## src/rtl/data_mem_access.sv

```systemverilog
`default_nettype none
// ============================================================================
// Module  : data_mem_access
// Brief   : Memory-stage load/store unit driving a request/ready data bus.
// Revision: 1.0
// ============================================================================
module data_mem_access #(
  parameter int DATA_WIDTH = 32
) (
  input  logic                  i_clock,
  input  logic                  i_reset,
  input  logic                  i_isValid,
  input  logic [DATA_WIDTH-1:0] i_result,
  input  logic [DATA_WIDTH-1:0] i_dataB,
  input  logic                  i_memWrEnable,
  input  logic                  i_memRdEnable,
  input  logic [1:0]            i_memAccess,
  input  logic                  i_memUnsigned,
  output logic                  o_stall,
  output logic [DATA_WIDTH-1:0] o_rdData,
  output logic                  o_rdValid,
  output logic                  o_misaligned,
  output logic [DATA_WIDTH-1:0] o_busAddr,
  output logic [DATA_WIDTH-1:0] o_busWrData,
  output logic [3:0]            o_busByteEn,
  output logic                  o_busWrEnable,
  output logic                  o_busRdEnable,
  input  logic                  i_busReady,
  input  logic [DATA_WIDTH-1:0] i_busRdData
);

  localparam logic [1:0] c_SIZE_BYTE = 2'b00;
  localparam logic [1:0] c_SIZE_HALF = 2'b01;
  localparam logic [1:0] c_SIZE_WORD = 2'b10;

  typedef enum logic [1:0] {
    IDLE = 2'd0,
    BUSY = 2'd1,
    DONE = 2'd2
  } state_t;

  state_t r_state, w_nextState;

  logic                  w_memOp, w_isStore, w_fault, w_accept;
  logic [3:0]            w_byteEn;
  logic [DATA_WIDTH-1:0] w_wrData, w_shifted, w_loadData;

  logic       r_isLoad, r_keep, r_unsigned;
  logic [1:0] r_size, r_offset;

  assign w_memOp   = i_isValid & (i_memRdEnable | i_memWrEnable);
  assign w_isStore = i_memWrEnable;

  always_comb begin
    w_fault = 1'b0;
    case (i_memAccess)
      c_SIZE_HALF: w_fault = i_result[0];
      c_SIZE_WORD: w_fault = |i_result[1:0];
      c_SIZE_BYTE: w_fault = 1'b0;
      default:     w_fault = 1'b1;
    endcase
  end

  assign w_accept     = w_memOp & ~w_fault & (r_state == IDLE);
  assign o_misaligned = w_memOp & w_fault;
  assign o_stall      = w_memOp & ~w_fault & (r_state != DONE);

  always_comb begin
    w_byteEn = 4'b0000;
    w_wrData = i_dataB;
    case (i_memAccess)
      c_SIZE_BYTE: begin
        w_byteEn = 4'b0001 << i_result[1:0];
        w_wrData = {4{i_dataB[7:0]}};
      end
      c_SIZE_HALF: begin
        w_byteEn = 4'b0011 << i_result[1:0];
        w_wrData = {2{i_dataB[15:0]}};
      end
      default: begin
        w_byteEn = 4'b1111;
        w_wrData = i_dataB;
      end
    endcase
  end

  // Load alignment uses the parameters latched at request time, not live inputs.
  assign w_shifted = i_busRdData >> {r_offset, 3'b000};

  always_comb begin
    w_loadData = w_shifted;
    case (r_size)
      c_SIZE_BYTE: w_loadData = r_unsigned ? {24'd0, w_shifted[7:0]}
                                           : {{24{w_shifted[7]}}, w_shifted[7:0]};
      c_SIZE_HALF: w_loadData = r_unsigned ? {16'd0, w_shifted[15:0]}
                                           : {{16{w_shifted[15]}}, w_shifted[15:0]};
      default:     w_loadData = w_shifted;
    endcase
  end

  always_ff @(posedge i_clock or posedge i_reset) begin
    if (i_reset) r_state <= IDLE;
    else         r_state <= w_nextState;
  end

  always_comb begin
    w_nextState = r_state;
    case (r_state)
      IDLE:    if (w_accept) w_nextState = BUSY;
      BUSY:    if (i_busReady) w_nextState = DONE;
      DONE:    w_nextState = IDLE;
      default: w_nextState = IDLE;
    endcase
  end

  always_ff @(posedge i_clock or posedge i_reset) begin
    if (i_reset) begin
      o_busAddr     <= '0;
      o_busWrData   <= '0;
      o_busByteEn   <= 4'b0000;
      o_busWrEnable <= 1'b0;
      o_busRdEnable <= 1'b0;
      o_rdData      <= '0;
      r_isLoad      <= 1'b0;
      r_keep        <= 1'b0;
      r_unsigned    <= 1'b0;
      r_size        <= 2'b00;
      r_offset      <= 2'b00;
    end else begin
      case (r_state)
        IDLE: if (w_accept) begin
          o_busAddr     <= {i_result[DATA_WIDTH-1:2], 2'b00};
          o_busWrData   <= w_wrData;
          o_busByteEn   <= w_byteEn;
          o_busWrEnable <= w_isStore;
          o_busRdEnable <= ~w_isStore;
          r_isLoad      <= ~w_isStore;
          r_keep        <= 1'b1;
          r_unsigned    <= i_memUnsigned;
          r_size        <= i_memAccess;
          r_offset      <= i_result[1:0];
        end
        BUSY: begin
          // A flush mid-transaction still lets the bus finish, but drops the result.
          if (!i_isValid) r_keep <= 1'b0;
          if (i_busReady) begin
            o_busWrEnable <= 1'b0;
            o_busRdEnable <= 1'b0;
            if (r_isLoad && r_keep && i_isValid) o_rdData <= w_loadData;
          end
        end
        default: ;
      endcase
    end
  end

  assign o_rdValid = (r_state == DONE) & r_isLoad & r_keep & i_isValid;

endmodule
`default_nettype wire

```

## config.mk

```make
export PLATFORM = sky130hd
export DESIGN_NAME = data_mem_access
export DESIGN_NICKNAME = d
export VERILOG_FILES = /design/src/rtl/data_mem_access.sv
export SDC_FILE = /design/constraint.sdc
export NUM_CORES = 1
export LEC_CHECK = 0
export BUFFER_PORTS_ARGS = -buffer_cell sky130_fd_sc_hd__clkbuf_2
export CAP_MARGIN = 0
export CORE_MARGIN = 2
export CORE_UTILIZATION = 30
export DETAILED_ROUTE_END_ITERATION = 16
export GPL_ROUTABILITY_DRIVEN = 0
export HOLD_SLACK_MARGIN = 0.08
export MAX_ROUTING_LAYER = met4
export PLACE_DENSITY = 0.55
export SLEW_MARGIN = 20
export SYNTH_ARGS = -nofsm -noshare
export SYNTH_HDL_FRONTEND = slang
export SYNTH_SLANG_ARGS = --single-unit
export TNS_END_PERCENT = 20
```

## constraint.sdc

```tcl
create_clock -name i_clock -period 6.14 [get_ports i_clock]
set_input_delay 0.921 -clock i_clock [delete_from_list [all_inputs] [get_ports i_clock]]
set_output_delay 0.921 -clock i_clock [all_outputs]
set_load 0.05 [all_outputs]
```

==> flow_summary.json <==
{
  "status": "complete, no violations",
  "root_buffer": "clkbuf_16",
  "synth_top_family_by_area": "multiplexers",
  "synth_fa_ha_area_share_pct": 0,
  "postCtsSetupBuffers": 0,
  "final_cell_area_um2": 6830,
  "min_period_ns": 3.389,
  "power_density_nw_per_um2": 500.2,
  "crit_fanout": 31,
  "clk_path_buf_depth": 2,
  "slew_headroom_pct": 31.99,
  "synth_cell_types": 41,
  "synthToLayoutAreaGrowth_pct": 26.84,
  "drc": 0,
  "setup_tns_ns": 0,
  "yosys.area.top_type": "dfrtp_1",
  "num_rows": 48,
  "dieHeight_um": 138.0,
  "crit_top_cell": "clkbuf_2",
  "antenna_cells": 0,
  "cts_resized": 0,
  "muxShareOfSynthArea_pct": 29.34,
  "firstDrtPassIters": 6,
  "ys_seq_elements": 109,
  "dpl.hpwl_um": 10520,
  "cap_violations": 0,
  "path_buf_inv": 2,
  "clock.fmax_ghz": 0.2951,
  "critPathKind": "input port to output port",
  "grt_pass1_vias": 4172,
  "synth.cell_area_um2": 5385,
  "clock-sinks": 109,
  "yosys_warnings": 0,
  "antenna_found_initial": 0,
  "core_um2": 17420,
  "path_cells": "clkbuf_2, nor2_4, a21o_2, nor3b_1, clkbuf_2",
  "cp-start-kind": "input port",
  "cp.arrival_ns": 2.47,
  "io_buffers": 207,
  "endpoint_kind": "output port",
  "path_delay_family": "buffers and inverters",
  "vias": 3976,
  "cts_tree": "done",
  "fin_crit_sh_pct": 55.20,
  "wl_per_cell_um": 16.93,
  "syn_avg_cell_area_um2": 12.95,
  "grt_pass1_wl_um": 22270,
  "slew_viol_final": 0,
  "critPathSlowestCell": "nor2_4",
  "fp.dieArea_um2": 19040,
  "insertion_delay_ns": 0.34,
  "cp.required_ns": 5.22,
  "netlist_instances": 416,
  "layout-drive-gt1-share_pct": 53.00,
  "hold_viol_final": 0,
  "ir_drop_uv": 252.6,
  "rsz0062_at_grt": "no",
  "synth_top_area_share_pct": 50.65,
  "htree_levels": 3,
  "yosysSeqAreaShare_pct": 50.65,
  "drt-total-wl_um": 14250,
  "nNetsFinal": 719,
  "num_io_pins": 210,
  "grt_max_degree": 73,
  "path_clk_slew_ns": 0.07,
  "synth.area.top_cells": "dfrtp_1 (51%), mux2_4 (16%), mux2_2 (7.7%)",
  "post-place-ws_ns": 2.209,
  "die_x_um": 138.0,
  "grt.overflow.total": 0,
  "drtIter0Drc": 162,
  "ant_nets": 0,
  "finalSetupViolCount": 0,
  "setup_ws_ns": 2.751,
  "cts_made_buffers": 9,
  "avgViaCountPerCell": 4.722,
  "start_util_pct": 30.92,
  "holdWs_ns": 0.4979,
  "worst_pin_slew_ns": 1.020,
  "synth_xor_area_share_pct": 0,
  "clock_skew_ns": 0.007359,
  "max_stage_delay_ns": 0.39,
  "postPlaceCellArea_um2": 6568,
  "synth_compound_area_share_pct": 9.712,
  "synthSimpleGateAreaFrac_pct": 6.320,
  "hold_path.class": "flip-flop to flip-flop",
  "track_usage_pct": 15.66,
  "postCtsHoldBufs": 0,
  "final_util_pct": 39.22,
  "p_leak_uw": 0.003392
}
-- cells in the final DEF (no fill, tap or decap), drive strengths merged, types with 2 or more instances in the layout --
| cell type | count |
|---|---|
| a22o | 7 |
| conb | 2 |
| a21o | 2 |
| dfrtp | 109 |
| buf | 5 |
| o21ai | 21 |
| o22a | 8 |
| nand2b | 3 |
| a211oi | 8 |
| mux2 | 95 |
| nor2b | 11 |
| clkbuf | 220 |
| a31oi | 4 |
| or2 | 2 |
| mux2i | 27 |
| nand2 | 17 |
| a21oi | 30 |
| inv | 5 |
| o21bai | 2 |
| nor2 | 27 |
-- final cells by class --
| cell class | count | area, um2 |
|---|---|---|
| Inverter | 5 | 21.27 |
| Clock inverter | 2 | 12.51 |
| Fill cell | 1759 | 10590 |
| Timing Repair Buffer | 213 | 1100 |
| Multi-Input combinational cell | 276 | 2451 |
| Tap cell | 225 | 281.5 |
| Clock buffer | 12 | 236.5 |
| Sequential cell | 109 | 2728 |
-- layer usage --
layer | GRT usage (%) | routed length [um]
met3 | 4.751 | 1147
met5 | - | 0
met2 | 24.04 | 6582
met4 | 5.839 | 229
met1 | 19.51 | 6294
-- worst paths after layout --
| kind | slack, ns | to | cells past startpoint | from |
|---|---|---|---|---|
| max | 2.75 | o_stall | 5 | i_memAccess[1] |
| min | 0.50 | o_rdData[7]$_DFFE_PP0P_ | 2 | o_rdData[7]$_DFFE_PP0P_ |
| max reg2reg | 3.99 | o_rdData[17]$_DFFE_PP0P_ | 4 | r_state[1]$_DFFE_PP0P_ |
| min reg2reg | 0.50 | o_rdData[7]$_DFFE_PP0P_ | 2 | o_rdData[7]$_DFFE_PP0P_ |
| max in group asynchronous | 4.26 | o_busAddr[22]$_DFFE_PP0P_ | 3 | i_reset |
| min in group asynchronous | 0.75 | r_size[0]$_DFFE_PP0P_ | 2 | i_reset |
-- flip-flops by register name, summed over array words and instances (netlist names) --
register / cells
o_busWrData: 32
r_unsigned: 1
o_busWrEnable: 1
o_busRdEnable: 1
r_isLoad: 1
r_keep: 1
r_state: 2
o_busByteEn: 4
o_rdData: 32
o_busAddr: 30
r_offset: 2
r_size: 2
-- cells in the mapped netlist (all sizes together) --
master	number
a211oi	8
a21o	2
a21oi	30
a22o	7
a31oi	4
and2	1
buf	18
clkbuf	9
conb	1
dfrtp	109
inv	5
mux2	95
mux2i	27
mux4	1
nand2	17
nand2b	3
nand3	1
nand3b	1
nand4b	1
nor2	27
nor2b	11
nor3b	1
nor4b	1
o211ai	1
o21ai	21
o21bai	2
o22a	8
o2bb2ai	1
or2	2
or3	1
-- power breakdown --
part	internal [uW]	switching, uW	total, uW
combinational	528	1230	1760
sequential	971	163	1130
clock	271	252	523
-- worst register-to-register path: cells and delay by family (launching register included) --
| kind | cells | cell delay (ns) |
|---|---|---|
| simple gates | 2 | 0.94 |
| compound gates | 2 | 0.66 |
| flops | 1 | 0.45 |
-- stage by stage --
stage / power, uW / std cells
finish: 3416 / 842
global route: 3591 / 842
CTS: 3463 / 841
detailed placement: 2920 / 827
global placement: 2896 / 827
floorplan: 2492 / 417
-- kinds of logic after synthesis --
family | Yosys count
buf+inv | 32
compound gates | 84
simple gates | 67
flops | 109
mux | 123
other cells | 1
Note: power is estimated with default switching activity, not from simulation.
